==> src/rtl/score_pkg.sv <==
`default_nettype none
// ============================================================================
// Module      : score_pkg
// Description : Shared result codes, game states and winner codes for the
//               score tracker.
// Revision    : 1.0 - initial release
// ============================================================================
package score_pkg;

    typedef enum logic [1:0] {
        RES_NONE = 2'b00,
        RES_DRAW = 2'b01,
        RES_P1   = 2'b10,
        RES_P2   = 2'b11
    } result_t;

    typedef enum logic [1:0] {
        IDLE = 2'b00,
        PLAY = 2'b01,
        DONE = 2'b10
    } state_t;

    // Winner reporting shares the result encoding; "draw" means a tied game.
    localparam result_t WIN_NONE = RES_NONE;
    localparam result_t WIN_TIE  = RES_DRAW;
    localparam result_t WIN_P1   = RES_P1;
    localparam result_t WIN_P2   = RES_P2;

endpackage
`default_nettype wire

==> src/rtl/sat_counter.sv <==
`default_nettype none
// ============================================================================
// Module      : sat_counter
// Description : Up-counter that holds at all-ones; clear beats increment.
// Revision    : 1.0 - initial release
// ============================================================================
module sat_counter #(
    parameter int W = 4
) (
    input  logic         clk,
    input  logic         reset,
    input  logic         clr,
    input  logic         inc,
    output logic [W-1:0] q
);

    logic [W-1:0] r_q;

    always_ff @(posedge clk or posedge reset) begin
        if (reset) begin
            r_q <= '0;
        end else if (clr) begin
            r_q <= '0;
        end else if (inc && (r_q != {W{1'b1}})) begin
            r_q <= r_q + 1'b1;
        end
    end

    assign q = r_q;

endmodule
`default_nettype wire

==> src/rtl/score_tracker.sv <==
`default_nettype none
// ============================================================================
// Module      : score_tracker
// Description : Round/win/lose/draw scoreboard with streak tracking and a
//               first-to-N / max-rounds game state machine.
// Revision    : 1.0 - initial release
// ============================================================================
module score_tracker
    import score_pkg::*;
#(
    parameter int CNT_W      = 4,
    parameter int WIN_TARGET = 3,
    parameter int MAX_ROUNDS = 5
) (
    input  logic             clk,
    input  logic             reset,
    input  logic             start,
    input  logic             result_valid,
    input  logic [1:0]       matchresult,
    output logic [CNT_W-1:0] round,
    output logic [CNT_W-1:0] win,
    output logic [CNT_W-1:0] lose,
    output logic [CNT_W-1:0] draw,
    output logic [CNT_W-1:0] streak,
    output logic             streak_p2,
    output logic             busy,
    output logic             game_over,
    output logic [1:0]       winner,
    output logic             err
);

    generate
        if ((WIN_TARGET < 1) || (WIN_TARGET > (2**CNT_W) - 1)) begin : g_bad_target
            $fatal(1, "score_tracker: WIN_TARGET out of range");
        end
        if ((MAX_ROUNDS < WIN_TARGET) || (MAX_ROUNDS > (2**CNT_W) - 1)) begin : g_bad_rounds
            $fatal(1, "score_tracker: MAX_ROUNDS out of range");
        end
    endgenerate

    localparam logic [CNT_W-1:0] TARGET_M1 = CNT_W'(WIN_TARGET - 1);
    localparam logic [CNT_W-1:0] ROUNDS_M1 = CNT_W'(MAX_ROUNDS - 1);

    state_t           r_state;
    state_t           w_state_next;
    logic [CNT_W-1:0] r_streak;
    logic             r_streak_p2;
    result_t          r_winner;
    logic             r_err;

    logic             w_accept;
    logic             w_legal;
    logic             w_inc_p1;
    logic             w_inc_p2;
    logic             w_inc_draw;
    logic             w_ends;
    logic [CNT_W:0]   w_win_f;
    logic [CNT_W:0]   w_lose_f;
    result_t          w_final;

    // start takes priority: a result in the same cycle is discarded.
    assign w_accept   = result_valid && (r_state == PLAY) && !start;
    assign w_legal    = w_accept && (matchresult != RES_NONE);
    assign w_inc_p1   = w_legal && (matchresult == RES_P1);
    assign w_inc_p2   = w_legal && (matchresult == RES_P2);
    assign w_inc_draw = w_legal && (matchresult == RES_DRAW);

    assign w_ends = w_legal && ((w_inc_p1 && (win  == TARGET_M1)) ||
                                (w_inc_p2 && (lose == TARGET_M1)) ||
                                (round == ROUNDS_M1));

    // Final tally after the deciding strobe, one bit wider so it cannot wrap.
    assign w_win_f  = {1'b0, win}  + {{CNT_W{1'b0}}, w_inc_p1};
    assign w_lose_f = {1'b0, lose} + {{CNT_W{1'b0}}, w_inc_p2};

    always_comb begin
        w_final = WIN_TIE;
        if (w_win_f > w_lose_f) begin
            w_final = WIN_P1;
        end else if (w_lose_f > w_win_f) begin
            w_final = WIN_P2;
        end
    end

    always_comb begin
        w_state_next = r_state;
        case (r_state)
            IDLE:    if (start) w_state_next = PLAY;
            PLAY:    if (start) w_state_next = PLAY;
                     else if (w_ends) w_state_next = DONE;
            DONE:    if (start) w_state_next = PLAY;
            default: w_state_next = IDLE;
        endcase
    end

    always_ff @(posedge clk or posedge reset) begin
        if (reset) begin
            r_state <= IDLE;
        end else begin
            r_state <= w_state_next;
        end
    end

    always_ff @(posedge clk or posedge reset) begin
        if (reset) begin
            r_streak    <= '0;
            r_streak_p2 <= 1'b0;
            r_winner    <= WIN_NONE;
            r_err       <= 1'b0;
        end else begin
            r_err <= w_accept && (matchresult == RES_NONE);
            if (start) begin
                r_streak    <= '0;
                r_streak_p2 <= 1'b0;
                r_winner    <= WIN_NONE;
            end else begin
                if (w_ends) begin
                    r_winner <= w_final;
                end
                if (w_inc_draw) begin
                    r_streak <= '0;
                end else if ((w_inc_p1 && !r_streak_p2) || (w_inc_p2 && r_streak_p2)) begin
                    if (r_streak != {CNT_W{1'b1}}) begin
                        r_streak <= r_streak + 1'b1;
                    end
                end else if (w_inc_p1 || w_inc_p2) begin
                    r_streak    <= CNT_W'(1);
                    r_streak_p2 <= w_inc_p2;
                end
            end
        end
    end

    sat_counter #(.W(CNT_W)) u_round (
        .clk(clk), .reset(reset), .clr(start), .inc(w_legal), .q(round)
    );
    sat_counter #(.W(CNT_W)) u_win (
        .clk(clk), .reset(reset), .clr(start), .inc(w_inc_p1), .q(win)
    );
    sat_counter #(.W(CNT_W)) u_lose (
        .clk(clk), .reset(reset), .clr(start), .inc(w_inc_p2), .q(lose)
    );
    sat_counter #(.W(CNT_W)) u_draw (
        .clk(clk), .reset(reset), .clr(start), .inc(w_inc_draw), .q(draw)
    );

    assign streak    = r_streak;
    assign streak_p2 = r_streak_p2;
    assign busy      = (r_state == PLAY);
    assign game_over = (r_state == DONE);
    assign winner    = r_winner;
    assign err       = r_err;

endmodule
`default_nettype wire
==> config.mk <==
export PLATFORM = sky130hd
export DESIGN_NAME = score_tracker
export DESIGN_NICKNAME = d
export VERILOG_FILES = /design/src/rtl/score_pkg.sv /design/src/rtl/sat_counter.sv /design/src/rtl/score_tracker.sv
export SDC_FILE = /design/constraint.sdc
export NUM_CORES = 1
export LEC_CHECK = 0
export ABC_AREA = 1
export CAP_MARGIN = 30
export CORE_ASPECT_RATIO = 2
export CORE_UTILIZATION = 47
export DETAILED_ROUTE_END_ITERATION = 10
export HOLD_SLACK_MARGIN = 0.06
export PLACE_DENSITY = 0.75
export SLEW_MARGIN = 20
export SYNTH_ARGS = -nofsm -noshare
export SYNTH_HDL_FRONTEND = slang
export SYNTH_SLANG_ARGS = --single-unit
==> constraint.sdc <==
create_clock -name clk -period 2.03 [get_ports clk]
set_input_delay 0.406 -clock clk [delete_from_list [all_inputs] [get_ports clk]]
set_output_delay 0.406 -clock clk [all_outputs]
set_load 0.05 [all_outputs]
==> After elaboration in Yosys (flattened, before gate mapping) <==
Cells that the tools add are included.
W data, S select, Z words.
{ "classes": {"addsub": 7, "n_lt_le_gt_ge": 2, "n_eq_ne": 18, "n_mux": 25, "reduce_logical": 36} }
{ "ops": {"columns": ["operator", "n"], "rows": [
  ["$mux W4", 13],
  ["$add A4 B1 Y4 const B", 5],
  ["$ne A4 B4 Y1 const B", 5],
  ["$logic_and A1 B1 Y1", 16],
  ["$mux W2", 7],
  ["$reduce_bool A2 Y1", 7],
  ["$add A4 B1 Y5", 2],
  ["$gt A5 B5 Y1", 2],
  ["$eq A4 B2 Y1 const B", 2],
  ["$eq A2 B2 Y1 const B", 3],
  ["$eq A2 B1 Y1 const B", 2],
  ["$eq A4 B3 Y1 const B", 1],
  ["$logic_not A2 Y1", 2],
  ["$logic_or A1 B1 Y1", 4],
  ["$mux W1", 4],
  ["$ne A2 B2 Y1 const B", 2],
  ["$ne A4 B2 Y1 const B", 1],
  ["$pmux W2 S2", 1],
  ["$reduce_and A2 Y1", 2],
  ["$reduce_bool A4 Y1", 1],
  ["$ne A3 B2 Y1 const B", 1],
  ["$reduce_and A3 Y1", 1],
  ["$logic_not A1 Y1", 2],
  ["$ne A2 B1 Y1 const B", 1],
  ["$reduce_or A2 Y1", 1]
]} }
{ "word_totals": {"register_bits": 26, "in_bits": 6, "elab_cells": 97} }

==> Depth between registers and ports, before layout <==
Gate-level depths: netlist (run 1).
{ "logic_depth": {"ltp_word": 12, "ltp_mapped": 16, "ltp_nobuf": 16} }

==> Modules after synthesis <==
From an unflattened synthesis (run 1), not the netlist that was laid out.
{ "hier_totals": {"cells_unflattened": 243, "area_unflattened_um2": 1816.7} }
{ "modules_own_cells": {"columns": ["mod", "n_inst", "cells_each", "area_each_um2", "seq_area_each_um2"], "rows": [
  ["score_tracker", 1, 123, 920.9, 250.2],
  ["sat_counter", 4, 30, 224.0, 100.1]
]} }

==> Worst setup path after synthesis (run 1) <==
No wires, ideal clock.
{ "synth_path": {"path_type": "register to register", "from": "register r_state[1]", "to": "register r_winner[1], in the netlist winner[1]", "arrival_time_ns": 2.284, "setup_slack_ns": -0.374, "stages_incl_launch_ff": 15, "n_path_buf": 0, "synth_period_minus_slack_ns": 2.404, "path_cell_list": "dfrtp_1 nor2_8 nand3_4 nor3_4 ha_1 ha_1 nand3_1 ha_1 nand2_1 nor2_1 nand2_1 o211ai_1 nand3_1 nand2_1 nand2_1"} }
{ "synth_between": {"elab_chain_cells": 11, "elab_cells_between_ends": 20, "classes_between": "2 x add/sub; 2 x order compare; 1 x eq/ne; 4 x mux; 11 x reduce/logical"} }
{ "synth_lines": {"columns": ["element", "line", "source"], "rows": [
  ["start: declaration", "score_tracker.sv:44", "state_t r_state;"],
  ["start signal: assignment", "score_tracker.sv:100", "r_state <= w_state_next;"],
  ["$eq A2 B1 Y1 *", null, null],
  ["via busy", "score_tracker.sv:26", "output logic busy,"],
  ["$logic_and A1 B1 Y1 * (2 in a row)", "score_tracker.sv:62", "assign w_accept = result_valid && (r_state == PLAY) && !start;"],
  ["$logic_and A1 B1 Y1 *", "score_tracker.sv:63", "assign w_legal = w_accept && (matchresult != RES_NONE);"],
  ["$logic_and A1 B1 Y1 (on tied branches)", "score_tracker.sv:65, score_tracker.sv:64", null],
  ["$add A4 B1 Y5 (on tied branches)", "score_tracker.sv:74, score_tracker.sv:73", null],
  ["$gt A5 B5 Y1", "score_tracker.sv:80", "end else if (w_lose_f > w_win_f) begin"],
  ["$mux W2", "score_tracker.sv:80", null],
  ["$mux W2", "score_tracker.sv:78", "if (w_win_f > w_lose_f) begin"],
  ["$mux W2", "score_tracker.sv:117", "if (w_ends) begin"],
  ["$mux W2", "score_tracker.sv:112", "if (start) begin"],
  ["end signal: assignment", "score_tracker.sv:118", "r_winner <= w_final;"],
  ["end: declaration", "score_tracker.sv:48", "result_t r_winner;"]
]} }
Mark *: on every way through the listed nets, which the timed path passes. The rest lies on a longest branch. The select of a mux whose other input is x is not followed.
A chain may end at the register's enable or synchronous reset.

==> Final worst setup path (run 1) <==
{ "layout_path": {"from": "register r_state[0]", "to": "register r_winner[1], in the netlist winner[1]"} }
{ "layout_between": {"elab_chain_cells": 11, "elab_cells_between_ends": 20, "classes_between": "2 x add/sub; 2 x order compare; 1 x eq/ne; 4 x mux; 11 x reduce/logical"} }
{ "layout_lines": {"columns": ["element", "line"], "rows": [
  ["$eq A2 B1 Y1 *", "score_tracker.sv:62"],
  ["$logic_and A1 B1 Y1 * (2 in a row)", "score_tracker.sv:62"],
  ["$logic_and A1 B1 Y1 *", "score_tracker.sv:63"],
  ["$logic_and A1 B1 Y1 (on tied branches)", "score_tracker.sv:65, score_tracker.sv:64"],
  ["$add A4 B1 Y5 (on tied branches)", "score_tracker.sv:74, score_tracker.sv:73"],
  ["$gt A5 B5 Y1", "score_tracker.sv:80"],
  ["$mux W2", "score_tracker.sv:80"],
  ["$mux W2", "score_tracker.sv:78"],
  ["$mux W2", "score_tracker.sv:117"],
  ["$mux W2", "score_tracker.sv:112"]
]} }
Every way passes the cells marked *; elsewhere a longest branch is shown, timed or not. The select of a mux whose other input is x is not followed.

==> results of run 1 <==
-- logic make-up (layout without fill, tap and decap cells) --
| group | after synthesis | after routing |
|---|---|---|
| AND/OR/NAND/NOR | 113 | 113 |
| XOR/XNOR | 12 | 12 |
| adder cells (fa/ha/maj) | 17 | 17 |
| AO/OA/AOI/OAI | 21 | 21 |
| buffers and inverters | 27 | 81 |
| flip-flops | 26 | 26 |
-- through the flow --
stage               setup slack (ps)  hold WS [ps]  area [um^2]  TNS [ps]
floorplan                       -354           446         1800      -582
global placement                -627           492         2240     -1200
detailed placement              -679           487         2240     -1280
CTS                             -294           495         2380      -516
global route                    -448           535         2440      -801
finish                          -284           481         2440      -491
-- routing by layer --
metal  vias to the layer above  share of wire
met5                         -              0
met4                         0          0.031
met3                         9          0.021
met2                        30           0.56
met1                       770           0.39
li1                        821              -
-- final timing paths --
path	startpoint	endpoint	slack [ps]
max	r_state[0]	winner[1]	-280
min	reset	u_draw.q[1]	480
max reg2reg	r_state[0]	winner[1]	-280
min reg2reg	winner[0]	winner[0]	510
max in group asynchronous	reset	r_state[1]	1260
min in group clk	winner[0]	winner[0]	510
-- state kept, by name, summed over array words and instances, names as in the netlist --
name and count:
err 1, r_state 2, streak 4, streak_p2 1, u_draw.q 4, u_lose.q 4, u_round.q 4, u_win.q 4
winner 2
-- repair_timing --
| item | CTS | global route |
|---|---|---|
| buffers inserted | 4 | 3 |
| pin swaps | 16 | 14 |
| gates resized for setup | 14 | 7 |
| cloned | 0 | 0 |
| endpoints found under the setup margin | 2 | 2 |
-- Yosys cell counts --
master | n | area [um^2]
sky130_fd_sc_hd__xor2_1 | 9 | 78.8
sky130_fd_sc_hd__nand3_1 | 36 | 180
sky130_fd_sc_hd__xnor2_1 | 3 | 26.3
sky130_fd_sc_hd__inv_2 | 4 | 15.0
sky130_fd_sc_hd__a21oi_1 | 4 | 20.0
sky130_fd_sc_hd__nor2_2 | 3 | 18.8
sky130_fd_sc_hd__buf_6 | 1 | 11.3
sky130_fd_sc_hd__nor3_1 | 2 | 10.0
sky130_fd_sc_hd__nand4_1 | 2 | 12.5
sky130_fd_sc_hd__nor2_8 | 2 | 40.0
sky130_fd_sc_hd__dfrtp_1 | 26 | 651
sky130_fd_sc_hd__nor3b_1 | 2 | 15.0
sky130_fd_sc_hd__nand3_4 | 1 | 17.5
sky130_fd_sc_hd__nand2_2 | 8 | 50.1
sky130_fd_sc_hd__buf_4 | 3 | 22.5
sky130_fd_sc_hd__nand3_2 | 1 | 10.0
sky130_fd_sc_hd__nor2_4 | 1 | 11.3
sky130_fd_sc_hd__inv_1 | 17 | 63.8
sky130_fd_sc_hd__nor3_4 | 1 | 16.3
sky130_fd_sc_hd__clkbuf_1 | 2 | 7.51
sky130_fd_sc_hd__a31oi_1 | 1 | 6.26
sky130_fd_sc_hd__o31ai_1 | 2 | 15.0
sky130_fd_sc_hd__nor2_1 | 15 | 56.3
sky130_fd_sc_hd__nand2_4 | 1 | 11.3
sky130_fd_sc_hd__a21oi_2 | 1 | 8.76
sky130_fd_sc_hd__o21ai_0 | 11 | 55.1
sky130_fd_sc_hd__o211ai_1 | 1 | 7.51
sky130_fd_sc_hd__ha_1 | 17 | 213
sky130_fd_sc_hd__nand2_1 | 38 | 143
sky130_fd_sc_hd__o21ai_2 | 1 | 8.76
-- where the power goes --
| part | internal, mW | total [mW] | switching (mW) |
|---|---|---|---|
| combinational | 0.108 | 0.285 | 0.177 |
| clock | 0.264 | 0.438 | 0.174 |
| sequential | 0.534 | 0.555 | 0.0209 |
| total | 0.906 | 1.28 | 0.372 |
-- worst max-delay path: stages, from the launching register on --
cell and delay [ps]:
sky130_fd_sc_hd__dfrtp_1 370, sky130_fd_sc_hd__inv_2 70, sky130_fd_sc_hd__nor2_8 120, sky130_fd_sc_hd__nand3_4 90, sky130_fd_sc_hd__buf_6 130, sky130_fd_sc_hd__nor2_4 120
sky130_fd_sc_hd__ha_4 160, sky130_fd_sc_hd__nand3_2 80, sky130_fd_sc_hd__xor2_1 180, sky130_fd_sc_hd__ha_1 310, sky130_fd_sc_hd__nand2_2 90, sky130_fd_sc_hd__nor2_4 110
sky130_fd_sc_hd__nand2_1 60, sky130_fd_sc_hd__o211ai_1 110, sky130_fd_sc_hd__nand3_1 100, sky130_fd_sc_hd__nand2_1 70, sky130_fd_sc_hd__nand2_1 40
-- layout make-up --
type | count | area (um^2)
multi-input cells | 163 | 1110
clock inverters | 1 | 30.0
well taps | 49 | 61.3
clock buffers | 3 | 41.3
inverters | 21 | 78.8
repair buffers | 56 | 469
fillers | 331 | 1210
flip-flops and latches | 26 | 652
==> qor.csv, run 1 <==
metric,value,unit
die_height,89.6,um
xor_xnor_share_of_the_synthesized_area,0.0583,
detail_route.wirelength,4240,um
cp.required,2210,ps
report.final.setup_viol,2,
cellLeakagePower,1.20,nW
grt-busiest-layer,met2,
floorplan.die_area,0.00410,mm^2
path_class,flip-flop to flip-flop,
stdcell_count,319,
drtPass1Iterations,4,
flow.area_growth_from_synthesis,35.3,%
htreeDepth,1,
max_clock_freq,432,MHz
grt_first_pass_wirelength,6940,um
timing.critical_path.fanout_max,3,
grt_max_degree,27,
cts.path.max_buffers,2,
antenna_cells,0,
groute.layer.met2.usage,0.426,
syn-mean-instance-area,8.34,um^2
rr_worst_depth,16,
rsz0062_at_grt,yes,
mappedNetlistArea,0.00180,mm^2
clock_latency_reported_for_the_late_side_of_the_worst_skew_pair,280,ps
layout.nets,294,
slew-limit-headroom,0.662,
combinational_family_with_the_most_area_after_synthesis,simple AND/OR/NAND/NOR gates,
cts_tree,built,
worst_slew_pin_slew,505,ps
core_area,0.00365,mm^2
synth_cells,216,
drive_gt1_frac,0.278,
post_synthesis_net_count,239,
layout_common_cells,"36 x sky130_fd_sc_hd__nand2_1, 35 x sky130_fd_sc_hd__buf_4, 34 x sky130_fd_sc_hd__nand3_1",
layout_commonest_cell,sky130_fd_sc_hd__nand2_1,
io_pins,32,
grt_remaining_overflow,0,
clock_tree.root_cell,sky130_fd_sc_hd__clkbuf_8,
detail-route-antenna-nets,0,
num_rows,31,
ys_ff_latch,26,
initial_core_util,0.494,
cap_violations,0,
grt_pass1_vias,1592,
finalCriticalPeriod,2310,ps
hpwlAfterDp,3080,um
ctsHoldBuffers,0,
power_density,524,mW/mm^2
grt_util_met3,0.0364,
total_power,1.28,mW
synth_simple_gate_area_frac,0.328,
route.detailed.wl_per_inst,13.3,um
place.port_buffers,31,
timing.final.max_slew_violations,0,
peak_supply_drop,0.428,mV
drcViolationCount,0,
cp-start-kind,flip-flop,
clock_skew,2.34,ps
drtIter0Drc,17,
grt.total_usage,0.236,
final_core_util,0.669,
dp.cells,308,
final_worst_setup_slack,-284,ps
synth_cell_types,30,
timing.final.crit_share,1.14,
clock_pin_slew_on_the_worst_setup_and_hold_paths,90,ps
vias_per_cell,5.11,
synth_seq_area_share,0.361,
route.vias.total,1630,
failed_checks,setup timing,
antenna_found_initial,0,
post_synth_mux_area_share,0,
synth-adder-area-share,0.118,
met1_usage,0.252,
critPathArrivalTime,2490,ps
critical_path.endpoint_type,flip-flop,
outcome,"complete, but fails checks",
synth_warnings,0,
tightest_hold_check_type,input pin to asynchronous set/reset pin,
synth_compound_area_frac,0.0674,
gpl.final_weighted_congestion,0.832,
die_width,45.8,um
tritoncts.num_buffers,3,
clock_sink_count,26,
final_hold_viol_count,0,
Note: power is estimated with default switching activity, not from simulation.
==> run 2, diff against run 1 <==
--- a/config.mk
+++ b/config.mk
@@ -7,11 +7,15 @@
 export LEC_CHECK = 0
 export ABC_AREA = 1
 export CAP_MARGIN = 30
+export CELL_PAD_IN_SITES_DETAIL_PLACEMENT = 1
+export CELL_PAD_IN_SITES_GLOBAL_PLACEMENT = 1
 export CORE_ASPECT_RATIO = 2
-export CORE_UTILIZATION = 47
+export CORE_UTILIZATION = 42
 export DETAILED_ROUTE_END_ITERATION = 10
+export DONT_BUFFER_PORTS = 1
 export HOLD_SLACK_MARGIN = 0.06
-export PLACE_DENSITY = 0.75
+export PLACE_DENSITY_LB_ADDON = 0.1
+export REMOVE_ABC_BUFFERS = 1
 export SLEW_MARGIN = 20
 export SYNTH_ARGS = -nofsm -noshare
 export SYNTH_HDL_FRONTEND = slang
==> qor.csv, run 2 (synthesis results as in run 1) <==
metric,value,unit
stdcell_count,303,
antenna_cells,0,
drive_gt1_frac,0.307,
power.clock.fraction,0.268,
layout_commonest_cell,sky130_fd_sc_hd__buf_4,
clock_skew,3.59,ps
grt_pass1_vias,1828,
cap_violations,0,
finalCriticalPeriod,2360,ps
peak_supply_drop,0.428,mV
timing.critical_path.fanout_max,3,
cts.path.max_buffers,2,
final_core_util,0.547,
report.final.setup_viol,2,
grt_remaining_overflow,0,
share_comb_of_total_power,0.236,
worst_slew_pin_slew,561,ps
max_stage_delay,380,ps
grt_first_pass_wirelength,8470,um
num_rows,33,
final_worst_setup_slack,-331,ps
gpl.final_weighted_congestion,0.836,
layout_common_cells,"37 x sky130_fd_sc_hd__buf_4, 35 x sky130_fd_sc_hd__nand2_1, 34 x sky130_fd_sc_hd__nand3_1",
cp.required,2200,ps
clock_sink_count,26,
cp-start-kind,flip-flop,
die_height,94.6,um
tritoncts.num_buffers,3,
timing.final.max_slew_violations,0,
htreeDepth,1,
place.port_buffers,0,
io_pins,32,
critical_path.endpoint_type,flip-flop,
hpwlAfterDp,3890,um
cp_slowest_cell,sky130_fd_sc_hd__dfrtp_1,
worstPathBufferInverterCount,1,
path_class,flip-flop to flip-flop,
outcome,"complete, but fails checks",
floorplan.die_area,0.00457,mm^2
clock_latency_reported_for_the_late_side_of_the_worst_skew_pair,280,ps
cp_top_family,simple AND/OR/NAND/NOR gates,
p_sw_frac,0.320,
power_switching,357,uW
detail-route-antenna-nets,0,
drcViolationCount,0,
timing.final.crit_share,1.16,
power_density,498,mW/mm^2
core_area,0.00409,mm^2
critPathArrivalTime,2530,ps
tightest_hold_check_type,input pin to flip-flop,
drtIter0Drc,17,
p_int,757,uW
register_share_of_total_power,0.496,
cell_repeated_most_along_the_worst_path,sky130_fd_sc_hd__nand2_1,
flow.area_growth_from_synthesis,24.1,%
dp.cells,293,
grt_max_degree,24,
worst_slack_after_detailed_placement,-368,ps
layout.nets,276,
cts_tree,built,
slew-limit-headroom,0.626,
vias_per_cell,5.35,
antenna_found_initial,0,
max_clock_freq,424,MHz
rsz0062_at_grt,yes,
route.vias.total,1621,
die_width,48.3,um
detail_route.wirelength,5050,um
drtPass1Iterations,4,
clock_pin_slew_on_the_worst_setup_and_hold_paths,90,ps
cellLeakagePower,1.12,nW
crit_path_cells,"inv_2, nor2_8, nand3_4, nor3_4, ha_4, nand3_2, xor2_1, ha_1, nand2_2, nor2_4, nand2_1, o211ai_1, nand3_1, nand2_1, nand2_1",
grt.total_usage,0.243,
fin_hold_ws,181,ps
initial_core_util,0.441,
route.detailed.wl_per_inst,16.7,um
clock_tree.root_cell,sky130_fd_sc_hd__clkbuf_8,
failed_checks,setup timing,
final_hold_viol_count,0,
==> run 2: per-layer routing <==
| metal | track usage | routed length [um] | vias to the layer above |
|---|---|---|---|
| li1 | - | - | 783 |
| met1 | 0.240 | 1810 | 793 |
| met4 | 0.0809 | 133 | 0 |
| met3 | 0.0274 | 149 | 11 |
| met2 | 0.505 | 2960 | 34 |
| met5 | 0 | 0 | - |
==> run 2: layout make-up <==
type                    count  area (um^2)
fillers                   488         1850
multi-input cells         163         1110
flip-flops and latches     26          652
repair buffers             38          288
inverters                  21         78.8
well taps                  52         65.1
clock buffers               3         41.3
==> run 2: final timing paths <==
path                                 start          end  slack (ps)  cells after the start
worst max-delay path            r_state[0]    winner[1]        -330                     15
worst min-delay path                 start  u_draw.q[0]         180                      1
worst max register to register  r_state[0]    winner[1]        -330                     15
worst min register to register   streak[3]    streak[3]         590                      2
max in group asynchronous            reset   u_win.q[2]         850                      3
min in group asynchronous            reset          err         580                      2
==> run 2: timing repair <==
action / in CTS / in global routing
gates resized for setup: 11 / 6
pin swaps: 4 / 14
hold buffers: 1 / 0
gates cloned: 0 / 0
setup endpoints to repair: 2 / 2
buffers inserted: 4 / 2
hold endpoints to repair: 11 / 0
==> run 2: power by group through the flow <==
| stage | Combinational (mW) | Clock [mW] | Sequential, mW |
|---|---|---|---|
| 2_1_floorplan | 0.109 | 0 | 0.615 |
| 5_1_grt | 0.289 | 0.335 | 0.554 |
| 4_1_cts | 0.257 | 0.306 | 0.552 |
| 3_5_place_dp | 0.248 | 0 | 0.561 |
| 3_3_place_gp | 0.237 | 0 | 0.559 |
| 6_report | 0.263 | 0.299 | 0.552 |
==> run 2: through the flow <==
stage          power [mW]  cell area [um^2]  TNS (ps)
2_1_floorplan       0.724              1760      -684
3_3_place_gp        0.795              2060      -347
3_5_place_dp        0.809              2060      -689
4_1_cts              1.11              2180      -539
5_1_grt              1.18              2240      -886
6_report             1.11              2240      -633
